`src/rtl/int_pkg.sv`:
```
// Shared definitions for the interrupt request controller: sizes, FSM
// encoding, IRQ index names and the fixed-priority helpers.
package int_pkg;

    localparam int N_IRQ = 4;
    localparam int ID_W  = 2;

    typedef enum logic [1:0] {
        ST_IDLE    = 2'b00,
        ST_ISSUE   = 2'b01,
        ST_SERVICE = 2'b10
    } state_t;

    localparam logic [ID_W-1:0] IRQ_0 = 2'd0;
    localparam logic [ID_W-1:0] IRQ_1 = 2'd1;
    localparam logic [ID_W-1:0] IRQ_2 = 2'd2;
    localparam logic [ID_W-1:0] IRQ_3 = 2'd3;

    // Lowest set index wins, matching the datapath's 4:2 priority encoder.
    function automatic logic [ID_W-1:0] prio_idx(input logic [N_IRQ-1:0] req);
        prio_idx = IRQ_0;
        for (int k = N_IRQ - 1; k >= 0; k--) begin
            if (req[k]) prio_idx = ID_W'(k);
        end
    endfunction

    function automatic logic [N_IRQ-1:0] id_onehot(input logic [ID_W-1:0] id);
        return N_IRQ'(1) << id;
    endfunction

endpackage

```
`src/rtl/irq_sync_edge.sv`:
```
// One request line: SYNC_STAGES-deep synchronizer followed by a registered
// rising-edge detector. The output is a single-cycle pulse per rising edge.
module irq_sync_edge #(
    parameter int SYNC_STAGES = 2
) (
    input  logic clk,
    input  logic reset,
    input  logic irq,
    output logic edge_pulse
);

    logic [SYNC_STAGES-1:0] sync_q;
    logic                   prev_q;

    // Synchronize the line, remember the previous synchronized level and
    // register the rising edge. History resets to 0, so a line held high
    // through reset release still produces exactly one edge.
    // NOTE: clocked state uses non-blocking (<=) so every flop samples the
    // pre-edge values; blocking here would collapse the synchronizer chain.
    always_ff @(posedge clk or negedge reset) begin
        if (!reset) begin
            sync_q     <= '0;
            prev_q     <= 1'b0;
            edge_pulse <= 1'b0;
        end else begin
            sync_q     <= {sync_q[SYNC_STAGES-2:0], irq};
            prev_q     <= sync_q[SYNC_STAGES-1];
            edge_pulse <= sync_q[SYNC_STAGES-1] & ~prev_q;
        end
    end

endmodule

```
`src/rtl/int_ctrl.sv`:
```
// Interrupt request controller. Captures rising edges on four asynchronous
// request lines as pending bits, applies a CPU-writable enable mask and
// issues one registered, one-hot, single-cycle pulse on ie1..ie4 at a time.
// No further interrupt is issued until the CPU signals reti.
module int_ctrl
    import int_pkg::*;
#(
    parameter int SYNC_STAGES = 2
) (
    input  logic             clk,
    input  logic             reset,
    input  logic [N_IRQ-1:0] irq_in,
    input  logic             mask_we,
    input  logic [N_IRQ-1:0] mask_wd,
    input  logic             reti,
    output logic             ie1,
    output logic             ie2,
    output logic             ie3,
    output logic             ie4,
    output logic [N_IRQ-1:0] pending,
    output logic             in_service,
    output logic [ID_W-1:0]  active_id
);

    logic [N_IRQ-1:0] edge_det;
    logic [N_IRQ-1:0] mask_q;
    logic [N_IRQ-1:0] req;
    logic [N_IRQ-1:0] pend_clr;
    logic [N_IRQ-1:0] ie_q;
    logic [N_IRQ-1:0] ie_d;
    logic [ID_W-1:0]  active_id_d;
    logic [ID_W-1:0]  winner;
    logic             in_service_d;
    state_t           state_q;
    state_t           state_d;

    for (genvar k = 0; k < N_IRQ; k++) begin : g_line
        irq_sync_edge #(
            .SYNC_STAGES(SYNC_STAGES)
        ) u_sync_edge (
            .clk       (clk),
            .reset     (reset),
            .irq       (irq_in[k]),
            .edge_pulse(edge_det[k])
        );
    end

    assign req    = pending & mask_q;
    assign winner = prio_idx(req);

    // Enable mask register; the IDLE decision always sees the pre-write value.
    always_ff @(posedge clk or negedge reset) begin
        if (!reset) mask_q <= '0;
        else if (mask_we) mask_q <= mask_wd;
    end

    // Pending bits: a new edge wins over the clear issued at the end of ISSUE.
    always_ff @(posedge clk or negedge reset) begin
        if (!reset) pending <= '0;
        else pending <= (pending & ~pend_clr) | edge_det;
    end

    // Next-state and next-output logic for the issue FSM.
    // NOTE: every signal gets a default before the case so no path leaves it
    // unassigned, which would otherwise infer a latch.
    always_comb begin
        state_d      = state_q;
        active_id_d  = active_id;
        in_service_d = in_service;
        ie_d         = '0;
        pend_clr     = '0;
        unique case (state_q)
            ST_IDLE: begin
                if (|req) begin
                    active_id_d  = winner;
                    ie_d         = id_onehot(winner);
                    in_service_d = 1'b1;
                    state_d      = ST_ISSUE;
                end
            end
            ST_ISSUE: begin
                pend_clr = id_onehot(active_id);
                state_d  = ST_SERVICE;
            end
            ST_SERVICE: begin
                if (reti) begin
                    in_service_d = 1'b0;
                    state_d      = ST_IDLE;
                end
            end
            default: begin
                in_service_d = 1'b0;
                state_d      = ST_IDLE;
            end
        endcase
    end

    // FSM state and registered outputs; all drop asynchronously on reset.
    always_ff @(posedge clk or negedge reset) begin
        if (!reset) begin
            state_q    <= ST_IDLE;
            ie_q       <= '0;
            in_service <= 1'b0;
            active_id  <= IRQ_0;
        end else begin
            state_q    <= state_d;
            ie_q       <= ie_d;
            in_service <= in_service_d;
            active_id  <= active_id_d;
        end
    end

    assign ie1 = ie_q[0];
    assign ie2 = ie_q[1];
    assign ie3 = ie_q[2];
    assign ie4 = ie_q[3];

endmodule
```
`config.mk`:
```
export PLATFORM = sky130hd
export DESIGN_NAME = int_ctrl
export DESIGN_NICKNAME = d
export VERILOG_FILES = /design/src/rtl/int_pkg.sv /design/src/rtl/irq_sync_edge.sv /design/src/rtl/int_ctrl.sv
export SDC_FILE = /design/constraint.sdc
export NUM_CORES = 1
export LEC_CHECK = 0
export ABC_AREA = 1
export CORE_MARGIN = 3
export CORE_UTILIZATION = 35
export CTS_CLUSTER_DIAMETER = 120
export CTS_CLUSTER_SIZE = 28
export DETAILED_ROUTE_END_ITERATION = 7
export PLACE_DENSITY = 0.57
export SYNTH_ARGS = -nofsm -noshare
export SYNTH_HDL_FRONTEND = slang
export SYNTH_SLANG_ARGS = --single-unit
```
`constraint.sdc`:
```
create_clock -name clk -period 1.6 [get_ports clk]
set_clock_uncertainty 0.2 [all_clocks]
set_input_delay 0.4 -clock clk [delete_from_list [all_inputs] [get_ports clk]]
set_output_delay 0.4 -clock clk [all_outputs]
set_load 0.02 [all_outputs]
```
==> results of run 1 <==
power breakdown:
part           leakage, nW  switching (W)  internal (W)
Sequential           0.393      0.0000908      0.000980
Clock               0.0314       0.000246      0.000207
Combinational        0.306       0.000427      0.000318
worst min path at each step:
stage / to / slack, ns / cells past startpoint
3_3_place_gp: g_line[0].u_sync_edge.sync_q[1] / 0.13 / 0
2_1_floorplan: active_id[0] / -0.1 / 0
5_1_grt: g_line[3].u_sync_edge.sync_q[1] / 0.17 / 0
6_report: g_line[0].u_sync_edge.sync_q[1] / 0.15 / 0
3_5_place_dp: g_line[0].u_sync_edge.sync_q[1] / 0.13 / 0
4_1_cts: g_line[0].u_sync_edge.sync_q[1] / 0.16 / 0
final cells by class:
| class | instances | area [sq um] | area share, % |
|---|---|---|---|
| sequential | 33 | 825.8 | 54.95 |
| multi-input combinational | 45 | 255.2 | 16.99 |
| inverter | 16 | 60.06 | 3.997 |
| tap | 44 | 55.05 | 3.664 |
| timing repair buffer | 28 | 251.5 | 16.74 |
| clock buffer | 7 | 55.05 | 3.664 |
stage by stage:
stage,TNS (ns),hold WS (ns)
after floorplan,0,-0.09559
after global placement,-0.05429,0.1322
final,0,0.1540
after global routing,0,0.1653
after CTS,0,0.1558
after detailed placement,-0.1268,0.1347
repair_timing:
| item | CTS | global route |
|---|---|---|
| endpoints found under the setup margin | 11 | 4 |
| gates cloned | 0 | 0 |
| pin swaps | 0 | 0 |
| gates resized for setup | 31 | 4 |
| setup buffers | 0 | 0 |
kinds of logic (layout without fill, tap and decap cells):
logic type,Yosys count,in the layout
compound gates,7,7
buf+inv,16,51
flops,33,33
mux,4,4
simple gates,34,34
registers in the layout (all words and copies together), names as in the netlist:
signal / cells
pending: 4
g_line.u_sync_edge.sync_q: 8
state_q: 2
mask_q: 4
in_service: 1
active_id: 2
ie_q: 4
g_line.u_sync_edge.prev_q: 4
g_line.u_sync_edge.edge_pulse: 4
cells in the final DEF, fill, tap and decap left out, types with 2 or more instances in the layout:
cell and count:
buf_2 4, buf_4 5, clkbuf_2 2, clkbuf_4 5, clkdlybuf4s15_1 2, clkdlybuf4s15_2 3
clkdlybuf4s50_1 11, dfrtp_1 33, inv_1 15, mux2_2 4, nand2_1 15, nand2_2 5
nand3_1 2, nor2_1 9, o21ai_1 4
per-layer routing:
| metal | vias to the layer above | wire, um |
|---|---|---|
| li1 | 350 | - |
| met1 | 340 | 768 |
| met2 | 22 | 908 |
| met3 | 5 | 113 |
| met4 | 0 | 38 |
| met5 | - | 0 |
==> impl_metrics.env, run 1 <==
export IMPL_synth_sequential_area_ratio_pct=72.37
export IMPL_worst_hold_path_type="reg2reg"
export IMPL_final_design_area_no_fill_sq_um=1503
export IMPL_setup_worst_path_end="ie2"
export IMPL_syn_to_final_growth_pct=31.69
export IMPL_main_combinational_cell_family_by_area_after_synthesis="simple AND/OR/NAND/NOR gates"
export IMPL_hold_path_startpoint="g_line[0].u_sync_edge.sync_q[0]"
export IMPL_number_of_nets_in_the_finished_design=141
export IMPL_final_util_pct=48.82
export IMPL_post_route_fraction_of_the_period_consumed_by_the_critical_path_pct=97.81
export IMPL_rsz_0062_raised_after_global_routing="false"
export IMPL_fin_crit_ns=1.565
export IMPL_post_synth_top_area_cell="dfrtp_1"
export IMPL_antennaDiodeCount=0
export IMPL_synth_most_common_cell="dfrtp_1"
export IMPL_yosysTopAreaCellShare_pct=72.37
export IMPL_netlist_top_cells_area="dfrtp_1, inv_1, nand2_1"
export IMPL_cp_startpoint="ie_q[1]"
export IMPL_die_height_um=63.10
export IMPL_clkTransAtPathRegs_ns=0.09
export IMPL_cts_sink_count=33
export IMPL_cp_data_arrival_time_ns=0.96
export IMPL_synth_distinct_cells=15
export IMPL_clock_path_buffers=2
export IMPL_fraction_of_registers_with_async_set_reset_pct=100.0
export IMPL_regToRegStartpoint="pending[1]"
export IMPL_synth_seq_cells=33
export IMPL_crit_path_max_fanout=1
export IMPL_maxCapViolCount=0
export IMPL_wire_per_inst_um=10.57
export IMPL_yosys_area_share_adder_pct=0
export IMPL_fmax_mhz=639.0
export IMPL_layout_setup_ws_ns=0.03501
export IMPL_pre_cts_slack_ns=-0.03919
export IMPL_p_per_area_nw_per_um2=1510
export IMPL_route_final_wire_length_um=1828
export IMPL_globalRouteOverflowTotal=0
export IMPL_crit_family="flip-flops"
export IMPL_average_via_count_per_standard_cell=4.145
export IMPL_setup_worst_path_class="reg2out"
export IMPL_globalRouteMet2Util_pct=17.52
export IMPL_post_dp_cell_area_sq_um=1474
export IMPL_synth_edff_count=0
export IMPL_timing_max_transition_violations_final=0
export IMPL_grt_antenna_before_repair=0
export IMPL_dp_hpwl_um=1391
export IMPL_count_of_input_and_output_buffers=22
export IMPL_route_antenna_remaining_nets=0
export IMPL_fillers=290
export IMPL_post_cts_hold_buffer_count=0
export IMPL_r2r_end="active_id[0]"
export IMPL_cp_end_kind="output port"
export IMPL_fraction_of_final_layout_cells_with_drive_strength_greater_than_1_pct=27.13
export IMPL_max_vdd_ir_drop_uv=629.2
export IMPL_io_pins=23
export IMPL_cts_buffers=5
export IMPL_crit_path_start_kind="flip-flop"
export IMPL_die_area_sq_um=3982
export IMPL_finalWeightedCongestion=0.7421
export IMPL_grt_first_pass_wirelength_um=3243
export IMPL_worst_slew_margin_rel_pct=86.23
export IMPL_synth_compound_gate_area_share_pct=3.618
export IMPL_power_leakage_nw=0.7297
export IMPL_groute_layer_met1_usage_pct=12.15
export IMPL_clock_root_buffer="clkbuf_4"
export IMPL_std_cell_rows=20
export IMPL_initial_standard_cell_utilization_of_the_core_pct=37.07
export IMPL_grt_usage_pct=10.88
export IMPL_yosys_area_share_simple_pct=14.80
export IMPL_die_width_um=63.10
export IMPL_ctsHtreeMaxLevel=2
export IMPL_yosys_area_share_xor_xnor_pct=0
export IMPL_setup_viol_count_final=0
export IMPL_cts_tree="yes"
export IMPL_status="finished clean"
export IMPL_timing_hold_violations_final=0
export IMPL_cp_slowest_stage_delay_ns=0.37
export IMPL_synthesis_nets=106
export IMPL_area_of_the_mapped_netlist_sq_um=1141
export IMPL_via_count_of_the_first_global_routing_pass=742
export IMPL_synth_yosys_warnings=0
export IMPL_synthMuxAreaShare_pct=3.947
export IMPL_path_depth=1
export IMPL_timing_reg2reg_setup_slack_ns=0.26
export IMPL_tightest_slew_ns=0.2066
export IMPL_syn_inst=94
export IMPL_vias=717
export IMPL_path_cells="clkdlybuf4s15_1"
export IMPL_dp_cells=166
export IMPL_use_met3_pct=4.100
export IMPL_synth_avg_cell_area_sq_um=12.14
export IMPL_finish_cell_count_without_fillers=173
export IMPL_rr_worst_depth=7
export IMPL_cp_num_buf_inv=1
export IMPL_globalRoute_busiestLayer="met2"
export IMPL_core_area_sq_um=3078
export IMPL_detailed_route_iter0_violations=6
export IMPL_total_power_w=0.002268
export IMPL_clk_insertion_delay_late_ns=0.32
export IMPL_cp_required_ns=1.00
export IMPL_grt_start_max_net_pins=34
export IMPL_drt_drc_violations_left=0
export IMPL_detail_route_first_pass_iterations=3
export IMPL_synthTopCellsByCount="dfrtp_1, inv_1, nand2_1"
export IMPL_dominantRegCellSynth="dfrtp_1"
export IMPL_crit_path_top_delay_cell="dfrtp_1"
(Power assumes the default switching activity.)
==> inputs of run 2 (changes only) <==
--- a/config.mk
+++ b/config.mk
@@ -7,11 +7,11 @@
 export LEC_CHECK = 0
 export ABC_AREA = 1
 export CORE_MARGIN = 3
-export CORE_UTILIZATION = 35
+export CORE_UTILIZATION = 40
 export CTS_CLUSTER_DIAMETER = 120
 export CTS_CLUSTER_SIZE = 28
 export DETAILED_ROUTE_END_ITERATION = 7
-export PLACE_DENSITY = 0.57
+export PLACE_DENSITY = 0.64
 export SYNTH_ARGS = -nofsm -noshare
 export SYNTH_HDL_FRONTEND = slang
 export SYNTH_SLANG_ARGS = --single-unit
==> impl_metrics.env, run 2 (same netlist as run 1, synthesis figures left out) <==
export IMPL_cp_required_ns=1.00
export IMPL_layout_setup_ws_ns=0.09285
export IMPL_timing_reg2reg_setup_slack_ns=0.28
export IMPL_cts_sink_count=33
export IMPL_crit_family="flip-flops"
export IMPL_die_width_um=59.41
export IMPL_register_ranked_first_by_flip_flop_count="g_line.u_sync_edge.sync_q"
export IMPL_detailed_route_iter0_violations=4
export IMPL_post_route_fraction_of_the_period_consumed_by_the_critical_path_pct=94.20
export IMPL_fin_crit_ns=1.507
export IMPL_vias=716
export IMPL_wire_per_inst_um=11.48
export IMPL_most_common_layout_cells="dfrtp_1, inv_1, nand2_1"
export IMPL_die_height_um=59.41
export IMPL_cts_tree="yes"
export IMPL_fmax_mhz=663.5
export IMPL_max_vdd_ir_drop_uv=1061
export IMPL_r2r_end="active_id[0]"
export IMPL_drt_drc_violations_left=0
export IMPL_clock_path_buffers=2
export IMPL_clock_root_buffer="clkbuf_4"
export IMPL_cp_startpoint="pending[3]"
export IMPL_pre_cts_slack_ns=-0.03857
export IMPL_path_depth=1
export IMPL_initial_standard_cell_utilization_of_the_core_pct=44.06
export IMPL_route_final_wire_length_um=1825
export IMPL_rsz_0062_raised_after_global_routing="false"
export IMPL_power_leakage_nw=0.7283
export IMPL_average_via_count_per_standard_cell=4.503
export IMPL_via_count_of_the_first_global_routing_pass=730
export IMPL_grt_first_pass_wirelength_um=3139
export IMPL_timing_max_transition_violations_final=0
export IMPL_ctsHtreeMaxLevel=2
export IMPL_largest_register_ff_count=8
export IMPL_setup_worst_path_end="pending[3]"
export IMPL_route_antenna_remaining_nets=0
export IMPL_maxCapViolCount=0
export IMPL_status="finished clean"
export IMPL_fraction_of_final_layout_cells_with_drive_strength_greater_than_1_pct=28.68
export IMPL_post_dp_cell_area_sq_um=1456
export IMPL_tns_ns=0
export IMPL_grt_usage_pct=12.56
export IMPL_multi_input_area_sq_um=255.2
export IMPL_dp_cells=152
export IMPL_final_design_area_no_fill_sq_um=1456
export IMPL_number_of_nets_in_the_finished_design=141
export IMPL_syn_to_final_growth_pct=27.63
export IMPL_fillers=236
export IMPL_grt_antenna_before_repair=0
export IMPL_die_area_sq_um=3530
export IMPL_count_of_input_and_output_buffers=22
export IMPL_finalWeightedCongestion=0.7447
export IMPL_path_cells="buf_2"
export IMPL_std_cell_rows=18
export IMPL_final_common_cell="dfrtp_1"
export IMPL_globalRouteOverflowTotal=0
export IMPL_crit_path_start_kind="flip-flop"
export IMPL_timing_hold_violations_final=0
export IMPL_io_pins=23
export IMPL_cp_num_buf_inv=1
export IMPL_tightest_slew_ns=0.1896
export IMPL_worst_slew_margin_rel_pct=87.36
export IMPL_worst_hold_path_type="reg2reg"
export IMPL_grt_start_max_net_pins=34
export IMPL_crit_path_top_delay_cell="dfrtp_1"
export IMPL_regToRegStartpoint="pending[1]"
export IMPL_finish_cell_count_without_fillers=159
export IMPL_setup_viol_count_final=0
export IMPL_cp_data_arrival_time_ns=0.91
export IMPL_post_cts_hold_buffer_count=0
export IMPL_rr_worst_depth=7
export IMPL_detail_route_first_pass_iterations=4
export IMPL_setup_worst_path_class="reg2out"
export IMPL_core_area_sq_um=2590
export IMPL_dp_hpwl_um=1365
export IMPL_clk_insertion_delay_late_ns=0.32
export IMPL_cp_end_kind="output port"
export IMPL_crit_path_max_fanout=4
export IMPL_cp_slowest_stage_delay_ns=0.42
export IMPL_cts_buffers=5
export IMPL_seqCellArea_sq_um=825.8
export IMPL_p_per_area_nw_per_um2=1528
export IMPL_clkTransAtPathRegs_ns=0.09
export IMPL_antennaDiodeCount=0
==> run 2: cell count changes in the layout (fill, tap and decap cells not counted), sizes merged <==
cell	delta
clkdlybuf4s15	-5
buf	+4
clkbuf	+1
==> run 2: what timing repair did <==
| action | in CTS | in global routing |
|---|---|---|
| setup endpoints to repair | 11 | 10 |
| gates resized for setup | 31 | 10 |
| endpoints found under the hold margin | 0 | 0 |
| setup buffers | 0 | 0 |
==> run 2: routing by layer <==
metal	global-route usage [%]	vias to the layer above	routed length (um)
li1	-	353	-
met1	13.80	329	774
met2	19.66	26	828
met3	6.754	8	167
met4	6.149	0	55
met5	0	-	0
==> run 2: area by class of cell <==
type                       count  share of cell area (%)
tap                           30                   2.577
inverter                      16                   4.124
timing repair buffer          28                   15.29
sequential                    33                   56.70
multi-input combinational     45                   17.53
clock buffer                   7                   3.780
==> run 2: where the power goes <==
group / switching (W) / leakage, nW / internal (W)
Sequential: 0.0000874 / 0.393 / 0.000980
Combinational: 0.000411 / 0.304 / 0.000290
Clock: 0.000250 / 0.0314 / 0.000207
Total: 0.000748 / 0.728 / 0.00148
==> run 2: how the worst min path moves through the flow <==
stage	from	end	slack (ns)	depth (start not counted)
floorplan	reset	active_id[0]	-0.1	0
global placement	g_line[0].u_sync_edge.sync_q[0]	g_line[0].u_sync_edge.sync_q[1]	0.13	0
detailed placement	g_line[1].u_sync_edge.sync_q[0]	g_line[1].u_sync_edge.sync_q[1]	0.14	0
CTS	g_line[3].u_sync_edge.sync_q[0]	g_line[3].u_sync_edge.sync_q[1]	0.17	0
global route	g_line[3].u_sync_edge.sync_q[0]	g_line[3].u_sync_edge.sync_q[1]	0.17	0
finish	g_line[3].u_sync_edge.sync_q[0]	g_line[3].u_sync_edge.sync_q[1]	0.16	0
==> run 2: stage by stage <==
| stage | util, % | hold WS (ns) | total power, W |
|---|---|---|---|
| floorplan | - | -0.09559 | 0.001511 |
| global placement | 56.23 | 0.1347 | 0.001872 |
| detailed placement | 56.23 | 0.1365 | 0.001891 |
| CTS | 58.50 | 0.1676 | 0.002321 |
| global route | 56.23 | 0.1712 | 0.002387 |
| finish | 56.23 | 0.1604 | 0.002225 |
